`config.mk`:
```
export PLATFORM = sky130hd
export DESIGN_NAME = control_unit_flat
export DESIGN_NICKNAME = d
export VERILOG_FILES = /design/src/rtl/control_unit_pkg.sv /design/src/rtl/control_unit_if.sv /design/src/rtl/control_unit_opclass_decode.sv /design/src/rtl/control_unit.sv /design/src/flat_wrapper.sv
export SDC_FILE = /design/constraint.sdc
export NUM_CORES = 1
export LEC_CHECK = 0
export CORE_MARGIN = 8
export CORE_UTILIZATION = 39
export DETAILED_ROUTE_END_ITERATION = 10
export PLACE_DENSITY = 0.79
export SKIP_CTS_REPAIR_TIMING = 1
export SYNTH_ARGS = -nofsm -noshare
export SYNTH_HDL_FRONTEND = slang
export SYNTH_SLANG_ARGS = --single-unit
```
`constraint.sdc`:
```
create_clock -name Clock -period 2.6 [get_ports Clock]
set_clock_uncertainty 0.2 [all_clocks]
set_input_delay 0.39 -clock Clock [delete_from_list [all_inputs] [get_ports Clock]]
set_output_delay 0.39 -clock Clock [all_outputs]
set_load 0.05 [all_outputs]
```
`src/rtl/control_unit_pkg.sv`:
```
// Shared types for the mini-SRC control sequencer: opcodes, ALU functions, instruction classes, FSM states.
// CU_SINGLE_STEP_EN adds the WAIT state used for single-step operation.
package cpu_ctrl_pkg;

  localparam int OPC_W    = 5;
  localparam int ALU_OP_W = 4;

  typedef enum logic [OPC_W-1:0] {
    OP_LD   = 5'b00000, OP_LDI  = 5'b00001, OP_ST   = 5'b00010, OP_ADD  = 5'b00011,
    OP_SUB  = 5'b00100, OP_AND  = 5'b00101, OP_OR   = 5'b00110, OP_SHR  = 5'b00111,
    OP_SHL  = 5'b01000, OP_ROR  = 5'b01001, OP_ROL  = 5'b01010, OP_ADDI = 5'b01011,
    OP_ANDI = 5'b01100, OP_ORI  = 5'b01101, OP_MUL  = 5'b01110, OP_DIV  = 5'b01111,
    OP_NEG  = 5'b10000, OP_NOT  = 5'b10001, OP_BR   = 5'b10010, OP_JR   = 5'b10011,
    OP_JAL  = 5'b10100, OP_IN   = 5'b10101, OP_OUT  = 5'b10110, OP_MFHI = 5'b10111,
    OP_MFLO = 5'b11000, OP_NOP  = 5'b11001, OP_HALT = 5'b11010
  } opcode_e;

  // ALU_NOP is zero so ALU_op reads 0 whenever ZLowIn is idle.
  typedef enum logic [ALU_OP_W-1:0] {
    ALU_NOP = 4'd0, ALU_ADD = 4'd1, ALU_SUB = 4'd2,  ALU_AND = 4'd3,  ALU_OR  = 4'd4,
    ALU_SHR = 4'd5, ALU_SHL = 4'd6, ALU_ROR = 4'd7,  ALU_ROL = 4'd8,  ALU_MUL = 4'd9,
    ALU_DIV = 4'd10, ALU_NEG = 4'd11, ALU_NOT = 4'd12
  } alu_op_e;

  typedef enum logic [3:0] {
    CLS_RALU, CLS_IALU, CLS_MULDIV, CLS_UNARY, CLS_LD, CLS_LDI, CLS_ST, CLS_BR,
    CLS_JR, CLS_JAL, CLS_IN, CLS_OUT, CLS_MFHI, CLS_MFLO, CLS_NOP, CLS_HALT
  } op_class_e;

  // T0..T7 must stay consecutive: the execute phase advances by incrementing the state.
  typedef enum logic [3:0] {
    S_RST = 4'd0, S_T0 = 4'd1, S_T1 = 4'd2, S_T2 = 4'd3, S_T3 = 4'd4,
    S_T4 = 4'd5, S_T5 = 4'd6, S_T6 = 4'd7, S_T7 = 4'd8, S_HALT = 4'd9
`ifdef CU_SINGLE_STEP_EN
    , S_WAIT = 4'd10
`endif
  } state_e;

  function automatic state_e last_step(input op_class_e c);
    case (c)
      CLS_RALU, CLS_IALU, CLS_LDI: return S_T5;
      CLS_MULDIV, CLS_BR:          return S_T6;
      CLS_UNARY, CLS_JAL:          return S_T4;
      CLS_LD, CLS_ST:              return S_T7;
      CLS_NOP:                     return S_T2;
      default:                     return S_T3;
    endcase
  endfunction

endpackage

```
`src/rtl/control_unit_if.sv`:
```
// Control bundle between the sequencer (master) and the mini-SRC datapath (slave).
// CU_SINGLE_STEP_EN adds the Step input.
interface control_unit_if;
  import cpu_ctrl_pkg::*;

  logic [31:0]         IR;
  logic                CON_FF;
  logic                Stop;
`ifdef CU_SINGLE_STEP_EN
  logic                Step;
`endif
  logic                Run;
  logic                PCout, ZLowout, ZHighout, MDRout, HIout, LOout, InPortout, BAout, Cout, R_out;
  logic                MAR_enable, PC_enable, MDR_enable, IR_enable, Y_enable, HI_enable, LO_enable;
  logic                ZHighIn, ZLowIn, R_in, CON_enable, OutPort_enable;
  logic                IncPC, MDR_read, RAM_write, Gra, Grb, Grc;
  logic [ALU_OP_W-1:0] ALU_op;

  modport master (
    input  IR, CON_FF, Stop,
`ifdef CU_SINGLE_STEP_EN
    input  Step,
`endif
    output Run, PCout, ZLowout, ZHighout, MDRout, HIout, LOout, InPortout, BAout, Cout, R_out,
    output MAR_enable, PC_enable, MDR_enable, IR_enable, Y_enable, HI_enable, LO_enable,
    output ZHighIn, ZLowIn, R_in, CON_enable, OutPort_enable,
    output IncPC, MDR_read, RAM_write, Gra, Grb, Grc, ALU_op
  );

  modport slave (
    output IR, CON_FF, Stop,
`ifdef CU_SINGLE_STEP_EN
    output Step,
`endif
    input  Run, PCout, ZLowout, ZHighout, MDRout, HIout, LOout, InPortout, BAout, Cout, R_out,
    input  MAR_enable, PC_enable, MDR_enable, IR_enable, Y_enable, HI_enable, LO_enable,
    input  ZHighIn, ZLowIn, R_in, CON_enable, OutPort_enable,
    input  IncPC, MDR_read, RAM_write, Gra, Grb, Grc, ALU_op
  );
endinterface

```
`src/rtl/control_unit_opclass_decode.sv`:
```
// Maps an opcode onto its execute-sequence class and ALU function; undefined opcodes behave as nop.
module ctrl_opclass_decode
  import cpu_ctrl_pkg::*;
(
  input  logic [OPC_W-1:0] opcode,
  output op_class_e        op_class,
  output alu_op_e          alu_op
);

  always_comb begin
    op_class = CLS_NOP;
    alu_op   = ALU_NOP;
    case (opcode)
      OP_LD:   begin op_class = CLS_LD;     alu_op = ALU_ADD; end
      OP_LDI:  begin op_class = CLS_LDI;    alu_op = ALU_ADD; end
      OP_ST:   begin op_class = CLS_ST;     alu_op = ALU_ADD; end
      OP_ADD:  begin op_class = CLS_RALU;   alu_op = ALU_ADD; end
      OP_SUB:  begin op_class = CLS_RALU;   alu_op = ALU_SUB; end
      OP_AND:  begin op_class = CLS_RALU;   alu_op = ALU_AND; end
      OP_OR:   begin op_class = CLS_RALU;   alu_op = ALU_OR;  end
      OP_SHR:  begin op_class = CLS_RALU;   alu_op = ALU_SHR; end
      OP_SHL:  begin op_class = CLS_RALU;   alu_op = ALU_SHL; end
      OP_ROR:  begin op_class = CLS_RALU;   alu_op = ALU_ROR; end
      OP_ROL:  begin op_class = CLS_RALU;   alu_op = ALU_ROL; end
      OP_ADDI: begin op_class = CLS_IALU;   alu_op = ALU_ADD; end
      OP_ANDI: begin op_class = CLS_IALU;   alu_op = ALU_AND; end
      OP_ORI:  begin op_class = CLS_IALU;   alu_op = ALU_OR;  end
      OP_MUL:  begin op_class = CLS_MULDIV; alu_op = ALU_MUL; end
      OP_DIV:  begin op_class = CLS_MULDIV; alu_op = ALU_DIV; end
      OP_NEG:  begin op_class = CLS_UNARY;  alu_op = ALU_NEG; end
      OP_NOT:  begin op_class = CLS_UNARY;  alu_op = ALU_NOT; end
      OP_BR:   begin op_class = CLS_BR;     alu_op = ALU_ADD; end
      OP_JR:   op_class = CLS_JR;
      OP_JAL:  op_class = CLS_JAL;
      OP_IN:   op_class = CLS_IN;
      OP_OUT:  op_class = CLS_OUT;
      OP_MFHI: op_class = CLS_MFHI;
      OP_MFLO: op_class = CLS_MFLO;
      OP_HALT: op_class = CLS_HALT;
      default: ;
    endcase
  end

endmodule

```
`src/rtl/control_unit.sv`:
```
// Hardwired mini-SRC sequencer: fetch T0-T2, per-class execute T3-T7, then T0 or HALT.
// CU_SINGLE_STEP_EN parks the FSM in WAIT after each instruction until Step is seen.
module control_unit
  import cpu_ctrl_pkg::*;
(
  input  logic           Clock,
  input  logic           Clear,
  control_unit_if.master cu
);

  state_e    state, next_state, done_state;
  op_class_e op_class;
  alu_op_e   alu_op_dec;
  logic      con_q;

  ctrl_opclass_decode u_decode (
    .opcode   (cu.IR[31:27]),
    .op_class (op_class),
    .alu_op   (alu_op_dec)
  );

  // con_q holds CON_FF as sampled on the edge that entered the current state.
  always_ff @(posedge Clock) begin
    if (!Clear) begin
      state <= S_RST;
      con_q <= 1'b0;
    end else begin
      state <= next_state;
      con_q <= cu.CON_FF;
    end
  end

  always_comb begin
`ifdef CU_SINGLE_STEP_EN
    done_state = cu.Stop ? S_HALT : S_WAIT;
`else
    done_state = cu.Stop ? S_HALT : S_T0;
`endif
    next_state = state;
    case (state)
      S_RST:  next_state = S_T0;
      S_T0:   next_state = S_T1;
      S_T1:   next_state = S_T2;
      S_T2:   next_state = (op_class == CLS_NOP) ? done_state : S_T3;
      S_T3, S_T4, S_T5, S_T6, S_T7: begin
        if (op_class == CLS_HALT)           next_state = S_HALT;
        else if (state == last_step(op_class)) next_state = done_state;
        else                                 next_state = state_e'(state + 4'd1);
      end
`ifdef CU_SINGLE_STEP_EN
      S_WAIT: if (cu.Step) next_state = S_T0;
`endif
      default: ;
    endcase
  end

  always_comb begin
    cu.Run = 1'b0;
    cu.PCout = 1'b0; cu.ZLowout = 1'b0; cu.ZHighout = 1'b0; cu.MDRout = 1'b0; cu.HIout = 1'b0;
    cu.LOout = 1'b0; cu.InPortout = 1'b0; cu.BAout = 1'b0; cu.Cout = 1'b0; cu.R_out = 1'b0;
    cu.MAR_enable = 1'b0; cu.PC_enable = 1'b0; cu.MDR_enable = 1'b0; cu.IR_enable = 1'b0;
    cu.Y_enable = 1'b0; cu.HI_enable = 1'b0; cu.LO_enable = 1'b0; cu.ZHighIn = 1'b0;
    cu.ZLowIn = 1'b0; cu.R_in = 1'b0; cu.CON_enable = 1'b0; cu.OutPort_enable = 1'b0;
    cu.IncPC = 1'b0; cu.MDR_read = 1'b0; cu.RAM_write = 1'b0;
    cu.Gra = 1'b0; cu.Grb = 1'b0; cu.Grc = 1'b0;
    cu.ALU_op = '0;

    cu.Run = (state != S_RST) && (state != S_HALT);
    case (state)
      S_T0: begin cu.PCout = 1'b1; cu.MAR_enable = 1'b1; cu.IncPC = 1'b1; cu.PC_enable = 1'b1; end
      S_T1: begin cu.MDR_read = 1'b1; cu.MDR_enable = 1'b1; end
      S_T2: begin cu.MDRout = 1'b1; cu.IR_enable = 1'b1; end
      S_T3, S_T4, S_T5, S_T6, S_T7: begin
        case (op_class)
          CLS_RALU, CLS_IALU: begin
            if (state == S_T3) begin cu.Grb = 1'b1; cu.R_out = 1'b1; cu.Y_enable = 1'b1; end
            if (state == S_T4) begin
              cu.ZLowIn = 1'b1;
              if (op_class == CLS_RALU) begin cu.Grc = 1'b1; cu.R_out = 1'b1; end
              else                        cu.Cout = 1'b1;
            end
            if (state == S_T5) begin cu.ZLowout = 1'b1; cu.Gra = 1'b1; cu.R_in = 1'b1; end
          end
          CLS_MULDIV: begin
            if (state == S_T3) begin cu.Gra = 1'b1; cu.R_out = 1'b1; cu.Y_enable = 1'b1; end
            if (state == S_T4) begin cu.Grb = 1'b1; cu.R_out = 1'b1; cu.ZLowIn = 1'b1; cu.ZHighIn = 1'b1; end
            if (state == S_T5) begin cu.ZLowout = 1'b1; cu.LO_enable = 1'b1; end
            if (state == S_T6) begin cu.ZHighout = 1'b1; cu.HI_enable = 1'b1; end
          end
          CLS_UNARY: begin
            if (state == S_T3) begin cu.Grb = 1'b1; cu.R_out = 1'b1; cu.ZLowIn = 1'b1; end
            if (state == S_T4) begin cu.ZLowout = 1'b1; cu.Gra = 1'b1; cu.R_in = 1'b1; end
          end
          // ld, ldi and st share the effective-address computation in T3-T5.
          CLS_LD, CLS_LDI, CLS_ST: begin
            if (state == S_T3) begin cu.Grb = 1'b1; cu.BAout = 1'b1; cu.Y_enable = 1'b1; end
            if (state == S_T4) begin cu.Cout = 1'b1; cu.ZLowIn = 1'b1; end
            if (state == S_T5) begin
              cu.ZLowout = 1'b1;
              if (op_class == CLS_LDI) begin cu.Gra = 1'b1; cu.R_in = 1'b1; end
              else                        cu.MAR_enable = 1'b1;
            end
            if (state == S_T6) begin
              cu.MDR_enable = 1'b1;
              if (op_class == CLS_ST) begin cu.Gra = 1'b1; cu.R_out = 1'b1; end
              else                       cu.MDR_read = 1'b1;
            end
            if (state == S_T7) begin
              if (op_class == CLS_ST) cu.RAM_write = 1'b1;
              else begin cu.MDRout = 1'b1; cu.Gra = 1'b1; cu.R_in = 1'b1; end
            end
          end
          CLS_BR: begin
            if (state == S_T3) begin cu.Gra = 1'b1; cu.R_out = 1'b1; cu.CON_enable = 1'b1; end
            if (state == S_T4) begin cu.PCout = 1'b1; cu.Y_enable = 1'b1; end
            if (state == S_T5) begin cu.Cout = 1'b1; cu.ZLowIn = 1'b1; end
            if (state == S_T6) begin cu.ZLowout = 1'b1; cu.PC_enable = con_q; end
          end
          CLS_JR:   begin cu.Gra = 1'b1; cu.R_out = 1'b1; cu.PC_enable = 1'b1; end
          CLS_JAL: begin
            if (state == S_T3) begin cu.PCout = 1'b1; cu.Grb = 1'b1; cu.R_in = 1'b1; end
            if (state == S_T4) begin cu.Gra = 1'b1; cu.R_out = 1'b1; cu.PC_enable = 1'b1; end
          end
          CLS_IN:   begin cu.InPortout = 1'b1; cu.Gra = 1'b1; cu.R_in = 1'b1; end
          CLS_OUT:  begin cu.Gra = 1'b1; cu.R_out = 1'b1; cu.OutPort_enable = 1'b1; end
          CLS_MFHI: begin cu.HIout = 1'b1; cu.Gra = 1'b1; cu.R_in = 1'b1; end
          CLS_MFLO: begin cu.LOout = 1'b1; cu.Gra = 1'b1; cu.R_in = 1'b1; end
          default: ;
        endcase
      end
      default: ;
    endcase
    cu.ALU_op = cu.ZLowIn ? alu_op_dec : ALU_NOP;
  end

endmodule

```
`src/flat_wrapper.sv`:
```
// flat-port wrapper written by rule: the top's interface ports become plain ports
module control_unit_flat import cpu_ctrl_pkg::*;
  (Clock, Clear, cu_IR, cu_CON_FF, cu_Stop, cu_Run, cu_PCout, cu_ZLowout, cu_ZHighout, cu_MDRout, cu_HIout, cu_LOout, cu_InPortout, cu_BAout, cu_Cout, cu_R_out, cu_MAR_enable, cu_PC_enable, cu_MDR_enable, cu_IR_enable, cu_Y_enable, cu_HI_enable, cu_LO_enable, cu_ZHighIn, cu_ZLowIn, cu_R_in, cu_CON_enable, cu_OutPort_enable, cu_IncPC, cu_MDR_read, cu_RAM_write, cu_Gra, cu_Grb, cu_Grc, cu_ALU_op);
  control_unit_if cu_i ();
  input  logic Clock;
  input  logic Clear;
  input wire logic [$bits(cu_i.IR)-1:0] cu_IR;
  input wire logic [$bits(cu_i.CON_FF)-1:0] cu_CON_FF;
  input wire logic [$bits(cu_i.Stop)-1:0] cu_Stop;
  output wire logic [$bits(cu_i.Run)-1:0] cu_Run;
  output wire logic [$bits(cu_i.PCout)-1:0] cu_PCout;
  output wire logic [$bits(cu_i.ZLowout)-1:0] cu_ZLowout;
  output wire logic [$bits(cu_i.ZHighout)-1:0] cu_ZHighout;
  output wire logic [$bits(cu_i.MDRout)-1:0] cu_MDRout;
  output wire logic [$bits(cu_i.HIout)-1:0] cu_HIout;
  output wire logic [$bits(cu_i.LOout)-1:0] cu_LOout;
  output wire logic [$bits(cu_i.InPortout)-1:0] cu_InPortout;
  output wire logic [$bits(cu_i.BAout)-1:0] cu_BAout;
  output wire logic [$bits(cu_i.Cout)-1:0] cu_Cout;
  output wire logic [$bits(cu_i.R_out)-1:0] cu_R_out;
  output wire logic [$bits(cu_i.MAR_enable)-1:0] cu_MAR_enable;
  output wire logic [$bits(cu_i.PC_enable)-1:0] cu_PC_enable;
  output wire logic [$bits(cu_i.MDR_enable)-1:0] cu_MDR_enable;
  output wire logic [$bits(cu_i.IR_enable)-1:0] cu_IR_enable;
  output wire logic [$bits(cu_i.Y_enable)-1:0] cu_Y_enable;
  output wire logic [$bits(cu_i.HI_enable)-1:0] cu_HI_enable;
  output wire logic [$bits(cu_i.LO_enable)-1:0] cu_LO_enable;
  output wire logic [$bits(cu_i.ZHighIn)-1:0] cu_ZHighIn;
  output wire logic [$bits(cu_i.ZLowIn)-1:0] cu_ZLowIn;
  output wire logic [$bits(cu_i.R_in)-1:0] cu_R_in;
  output wire logic [$bits(cu_i.CON_enable)-1:0] cu_CON_enable;
  output wire logic [$bits(cu_i.OutPort_enable)-1:0] cu_OutPort_enable;
  output wire logic [$bits(cu_i.IncPC)-1:0] cu_IncPC;
  output wire logic [$bits(cu_i.MDR_read)-1:0] cu_MDR_read;
  output wire logic [$bits(cu_i.RAM_write)-1:0] cu_RAM_write;
  output wire logic [$bits(cu_i.Gra)-1:0] cu_Gra;
  output wire logic [$bits(cu_i.Grb)-1:0] cu_Grb;
  output wire logic [$bits(cu_i.Grc)-1:0] cu_Grc;
  output wire logic [$bits(cu_i.ALU_op)-1:0] cu_ALU_op;
  assign cu_i.IR = cu_IR;
  assign cu_i.CON_FF = cu_CON_FF;
  assign cu_i.Stop = cu_Stop;
  assign cu_Run = cu_i.Run;
  assign cu_PCout = cu_i.PCout;
  assign cu_ZLowout = cu_i.ZLowout;
  assign cu_ZHighout = cu_i.ZHighout;
  assign cu_MDRout = cu_i.MDRout;
  assign cu_HIout = cu_i.HIout;
  assign cu_LOout = cu_i.LOout;
  assign cu_InPortout = cu_i.InPortout;
  assign cu_BAout = cu_i.BAout;
  assign cu_Cout = cu_i.Cout;
  assign cu_R_out = cu_i.R_out;
  assign cu_MAR_enable = cu_i.MAR_enable;
  assign cu_PC_enable = cu_i.PC_enable;
  assign cu_MDR_enable = cu_i.MDR_enable;
  assign cu_IR_enable = cu_i.IR_enable;
  assign cu_Y_enable = cu_i.Y_enable;
  assign cu_HI_enable = cu_i.HI_enable;
  assign cu_LO_enable = cu_i.LO_enable;
  assign cu_ZHighIn = cu_i.ZHighIn;
  assign cu_ZLowIn = cu_i.ZLowIn;
  assign cu_R_in = cu_i.R_in;
  assign cu_CON_enable = cu_i.CON_enable;
  assign cu_OutPort_enable = cu_i.OutPort_enable;
  assign cu_IncPC = cu_i.IncPC;
  assign cu_MDR_read = cu_i.MDR_read;
  assign cu_RAM_write = cu_i.RAM_write;
  assign cu_Gra = cu_i.Gra;
  assign cu_Grb = cu_i.Grb;
  assign cu_Grc = cu_i.Grc;
  assign cu_ALU_op = cu_i.ALU_op;
  control_unit u_core (.Clock(Clock), .Clear(Clear), .cu(cu_i));
endmodule
```
---- Word level (Yosys, flattened, before mapping) ----
Memories as Yosys holds them, arrays and structs flattened.
Cells that the tools add are included.
operators by class
  add/subtract/negate cells ............... 1
  equal/unequal tests ..................... 50
  multiplexer cells ....................... 90
  reductions and logical operators ........ 24
operator list
  operator                                        count
  2-to-1 mux 1 bit                                64
  case mux 4 bit (15 select lines)                1
  == test 5 bit (second input constant)           10
  case mux 4 bit (12 select lines)                1
  == test 5 x 4 -> 1 bit (second input constant)  8
  == test 4 bit (second input constant)           9
  == test 4 x 3 -> 1 bit (second input constant)  8
  2-to-1 mux 4 bit                                7
  == test 5 x 3 -> 1 bit (second input constant)  4
  case mux 4 bit (5 select lines)                 1
  case mux 1 bit (2 select lines)                 9
  OR reduction 2 bit                              9
  == test 4 x 2 -> 1 bit (second input constant)  4
  case mux 1 bit (3 select lines)                 4
  OR reduction 6 bit                              2
  == test 5 x 2 -> 1 bit (second input constant)  2
  case mux 1 bit (5 select lines)                 2
  OR reduction 5 bit                              2
  OR reduction 3 bit                              3
  == test 4 x 1 -> 1 bit (second input constant)  2
  zero test 4 bit                                 2
  OR reduction 8 bit                              1
  OR reduction 7 bit                              1
  case mux 1 bit (6 select lines)                 1
  other kinds (8)                                 8
storage, ports and cells
  bits in registers ....................... 5
  ROM bits ................................ 64
  output and inout bits ................... 33
  logic and storage cells ................. 168
  memories ................................ 1
memory list
  memory            depth  bits a word  rd ports  clocked after Yosys merged registers in  wr ports  RTL line                source
  (name not given)  16     4            1         0                                        0         control_unit_pkg.sv:40  case (c)

---- Depth between registers and ports, before layout ----
  word-level depth ........................ 12
  gate-level depth with buffers ........... 8
  depth with buffers taken out ............ 8

---- By module ----
From an unflattened synthesis, not the netlist that was laid out.
unflattened totals
  cells, all modules ...................... 240
  area, all modules ....................... 1609.0 µm²
by module, submodules not included
  module               instances  cells an instance  area an instance (µm²)  sequential area each (µm²)
  control_unit         1          202                1347.5                  100.1
  ctrl_opclass_decode  1          38                 261.5                   0.0

---- Least setup slack after synthesis ----
No wires, ideal clock.
  path kind ............................... input to output
  start point ............................. input port cu_IR[31]
  end point ............................... output port cu_R_out
  arrival time ............................ 2.742 ns
  data required time ...................... 2.010 ns
  path slack .............................. -0.732 ns
  cell stages on the path ................. 7
  path buffers ............................ 2
  cells stage by stage .................... buf_6 -> clkbuf_1 -> nor2b_1 -> nand3_1 -> nor2_1 -> o22ai_1 -> a31oi_1
between the ends
  word-level cells in the longest chain between the ends .. 8
  elaborated cells between the ends (all ways) .. 52
ends and longest elaborated chain
  what                                                               RTL line                                                     source
  start, declared                                                    flat_wrapper.sv:7                                            input wire logic [$bits(cu_i.IR)-1:0] cu_IR;
  == test 5 x 4 -> 1 bit, or another cell as far along               control_unit_opclass_decode.sv:13                            case (opcode)
  OR reduction 8 bit (no source line), or another cell as far along  -
  case mux 4 bit (15 select lines) (*)                               control_unit_opclass_decode.sv:13
  == test 4 x 3 -> 1 bit or zero test 4 bit (tied branches)          control_unit.sv:74, control_unit.sv:105, control_unit.sv:79
  2-to-1 mux 1 bit, on equally long branches                         control_unit.sv:105, control_unit.sv:79
  2-to-1 mux 1 bit, on equally long branches                         control_unit.sv:103, control_unit.sv:77
  case mux 1 bit (6 select lines) (*)                                control_unit.sv:74                                           case (op_class)
  2-to-1 mux 1 bit (*)                                               control_unit.sv:69                                           case (state)
  end, declared                                                      flat_wrapper.sv:20                                           output wire logic [$bits(cu_i.R_out)-1:0] cu_R_out;
Every way passes the cells marked *; elsewhere a longest branch is shown, timed or not.

---- Worst setup path in the final report ----
  start point ............................. register u_core.state[0]
  end point ............................... output port cu_PC_enable
between the ends
  word-level cells in the longest chain between the ends .. 4
  elaborated cells between the ends (all ways) .. 11
ends and longest elaborated chain
  what                                              RTL line                                                      source
  start, declared                                   control_unit.sv:11                                            state_e state, next_state, done_state;
  start signal, assigned                            control_unit.sv:28                                            state <= next_state;
  == test 4 x 3 -> 1 bit, on equally long branches  control_unit.sv:69, control_unit.sv:122, control_unit.sv:117
  2-to-1 mux 1 bit, on equally long branches        control_unit.sv:122, control_unit.sv:117
  case mux 1 bit (3 select lines)                   control_unit.sv:74
  case mux 1 bit (2 select lines) (*)               control_unit.sv:69
  end, declared                                     flat_wrapper.sv:22                                            output wire logic [$bits(cu_i.PC_enable)-1:0] cu_PC_enable;
Marks and branches as above.

==> metrics <==
outcome=complete, but fails checks; failing checks=negative setup slack; Slew Viols, Final=0; pre-CTS setup slack=-0.2815 ns; ANT nets after route=0; hold path cells=2; core area=around 3100 µm²; kind of critical path=reg2out; GP Congestion=approximately 1; asr flop ratio synth=0; leakage power=1.100 nW; Psw=0.7005 mW; Logic pwr share=0.842; mapped cell area=between 1000 and 1500 µm²; clk slew on worst S/H paths=around 0.040 ns; port bufs=just over 40; Sink Count=5; Final period util=1.036; CP Cell Sequence=inv_2 -> ha_4 -> nor2b_1 -> nand2_1 -> buf_4 -> o21a_2 -> o21ai_1 -> buf_12; CP arrival=about 2.1 ns; yosys warns=0; worst skew pair latency=0.25 ns; Max Cap Viol=0; Tot Pwr=1.348 mW; pwr dens=512.7 nW/µm²; post-synth cell types=just over 50; CTS max path bufs=2; Worst Path Buf+Inv=3; minimum clock period=between 2 and 3 ns; post-synthesis sequential area ratio=0.08008; Mapped Cells=about 210; Die X=72.61 µm; crit start category=flip-flop; Syn Nets=247; worst endpoint required time=about 2.0 ns; Cell Rows=20; Main synth FF type=dfxtp_1; DR iter-0 viols=about 350; total track usage=0.1892; H-tree level count=1; largest net degree at the start of global routing=19; RSZ-0062 raised after global routing=true; drt pass-1 iters=6; Post-DP HPWL=approximately 4.2 mm; synth cell count leaders=nor2_1 (32), nand2_1 (25), o21ai_0 (13); Max Fclk=about 370 MHz; clock power share=0.068; Worst Max-Slew Pin Slew=about 0.46 ns; Fin Hold WS=between 0.4 and 0.5 ns; initial core utilization=0.4094; CTS tree=yes; top cell type's share of synthesized area=0.09610; routed vias=2,133; nets=approximately 330; diodes inserted=0; IO Pins=slightly below 70; initial antenna violation count=0; Max-slew headroom=0.6907; GRT Residual Overflow=0; Clock Tree Root=clkbuf_4; Post-route DRC=0; Die H=just over 70 µm; vias in the first global route=roughly 1,800; critical path's slowest cell=dfxtp_2; Cell Int Power=approximately 0.65 mW; Critical Path Stages=8; sequential power share=0.090; Routed WL=approximately 6.7 mm; first-pass GRT wire length=8.411 mm; die area=5272 µm²; Num CTS Buffers=3; synthesized area per cell=about 6.0 µm²; final setup margin=-0.09480 ns; # setup viols final=5; Hold Violations, Final=0; CP delay by family, top=buffers and inverters; layout cells sized above 1=0.4521; most common cell in the netlist=nor2_1; Seq cells post-synth=5; Peak VDD IR=473.9 µV; Synth area leader=nor2_1; EDFF count, synth=0; per-cell routed wire length=roughly 20 µm; CP endpoint kind=output port; switching fraction of total power=0.5195; Tightest Hold Check Type=reg2reg; Worst Path Max Fanout=5; Area contributors post-synth=nor2_1 (9.6%), dfxtp_1 (8.0%), nand2_1 (7.5%); R2R cell count=8; max incr delay on CP=0.34 ns; Layout area overhead=110.4%; Vias/cell=around 6.3
flip-flops by register name, summed over array words and instances, names as in the netlist:
| name | cells |
|---|---|
| u_core.con_q | 1 |
| u_core.state | 4 |
final cells by class:
class / instances / area (µm²)
sequential: 5 / 105.1
clock buffer: 4 / 26.28
timing repair buffer: 98 / 1171
tap: 44 / 55.05
inverter: 11 / 43.79
multi-input combinational: 174 / 1229
fill: 148 / 422.9
path summary, 6_finish.rpt:
path              startpoint         endpoint  slack (ns)
max reg2reg  u_core.state[0]  u_core.state[1]        0.18
min reg2reg  u_core.state[1]  u_core.state[1]        0.42
min          u_core.state[1]  u_core.state[1]        0.42
max          u_core.state[0]     cu_PC_enable       -0.09
layer usage:
layer	vias to the layer above	wire, µm	global-route usage
met4	0	265	0.04000
met1	968	2440	0.2420
li1	904	-	-
met2	218	3164	0.3171
met3	43	785	0.03571
met5	-	0	0
cells in the final DEF (no fill, tap or decap), types with 6 or more instances in the layout:
| master | synthesis | final |
|---|---|---|
| buf_4 | 2 | 55 |
| buf_12 | 0 | 31 |
| nand2_1 | 25 | 25 |
| nor2_1 | 32 | 23 |
| nand3_1 | 10 | 9 |
| a21oi_1 | 11 | 9 |
| o21ai_0 | 13 | 9 |
| inv_1 | 11 | 8 |
| a31oi_1 | 8 | 6 |
power by group through the flow:
stage | Sequential (mW) | Combinational, mW | Clock, mW
after detailed placement | 0.111 | 0.982 | 0
after floorplan | 0.111 | 0.525 | 0
after CTS | 0.108 | 0.988 | 0.0930
final | 0.121 | 1.14 | 0.0918
after global routing | 0.123 | 1.18 | 0.102
after global placement | 0.108 | 0.955 | 0
logic make-up (layout without fill, tap and decap cells):
family,Yosys count,count (layout),synth area share
AO/OA/AOI/OAI,59,59,0.3113
XOR/XNOR,4,4,0.02803
adder cells (fa/ha/maj),4,4,0.04004
buffers and inverters,28,113,0.1041
flip-flops,5,5,0.08008
multiplexers,2,2,0.01702
AND/OR/NAND/NOR,105,105,0.4194
worst reg2reg max path: cells and delay by family, from the launching register on:
kind / cells / cell delay [ns]
compound gates: 2 / 0.35
buf+inv: 2 / 0.30
fa+ha+maj: 1 / 0.21
simple gates: 3 / 0.93
flops: 1 / 0.34
per-stage QoR:
step | area, µm² | TNS [ns] | util | std cells
CTS | 2464 | -3.485 | 0.8070 | 335
detailed placement | 2437 | -3.516 | 0.7984 | 331
floorplan | 1335 | -0.5998 | - | 207
finish | 2630 | -0.3113 | 0.8615 | 336
global route | 2630 | -0.7557 | 0.8615 | 336
global placement | 2437 | -2.255 | 0.7984 | 331
(Power assumes the default switching activity.)
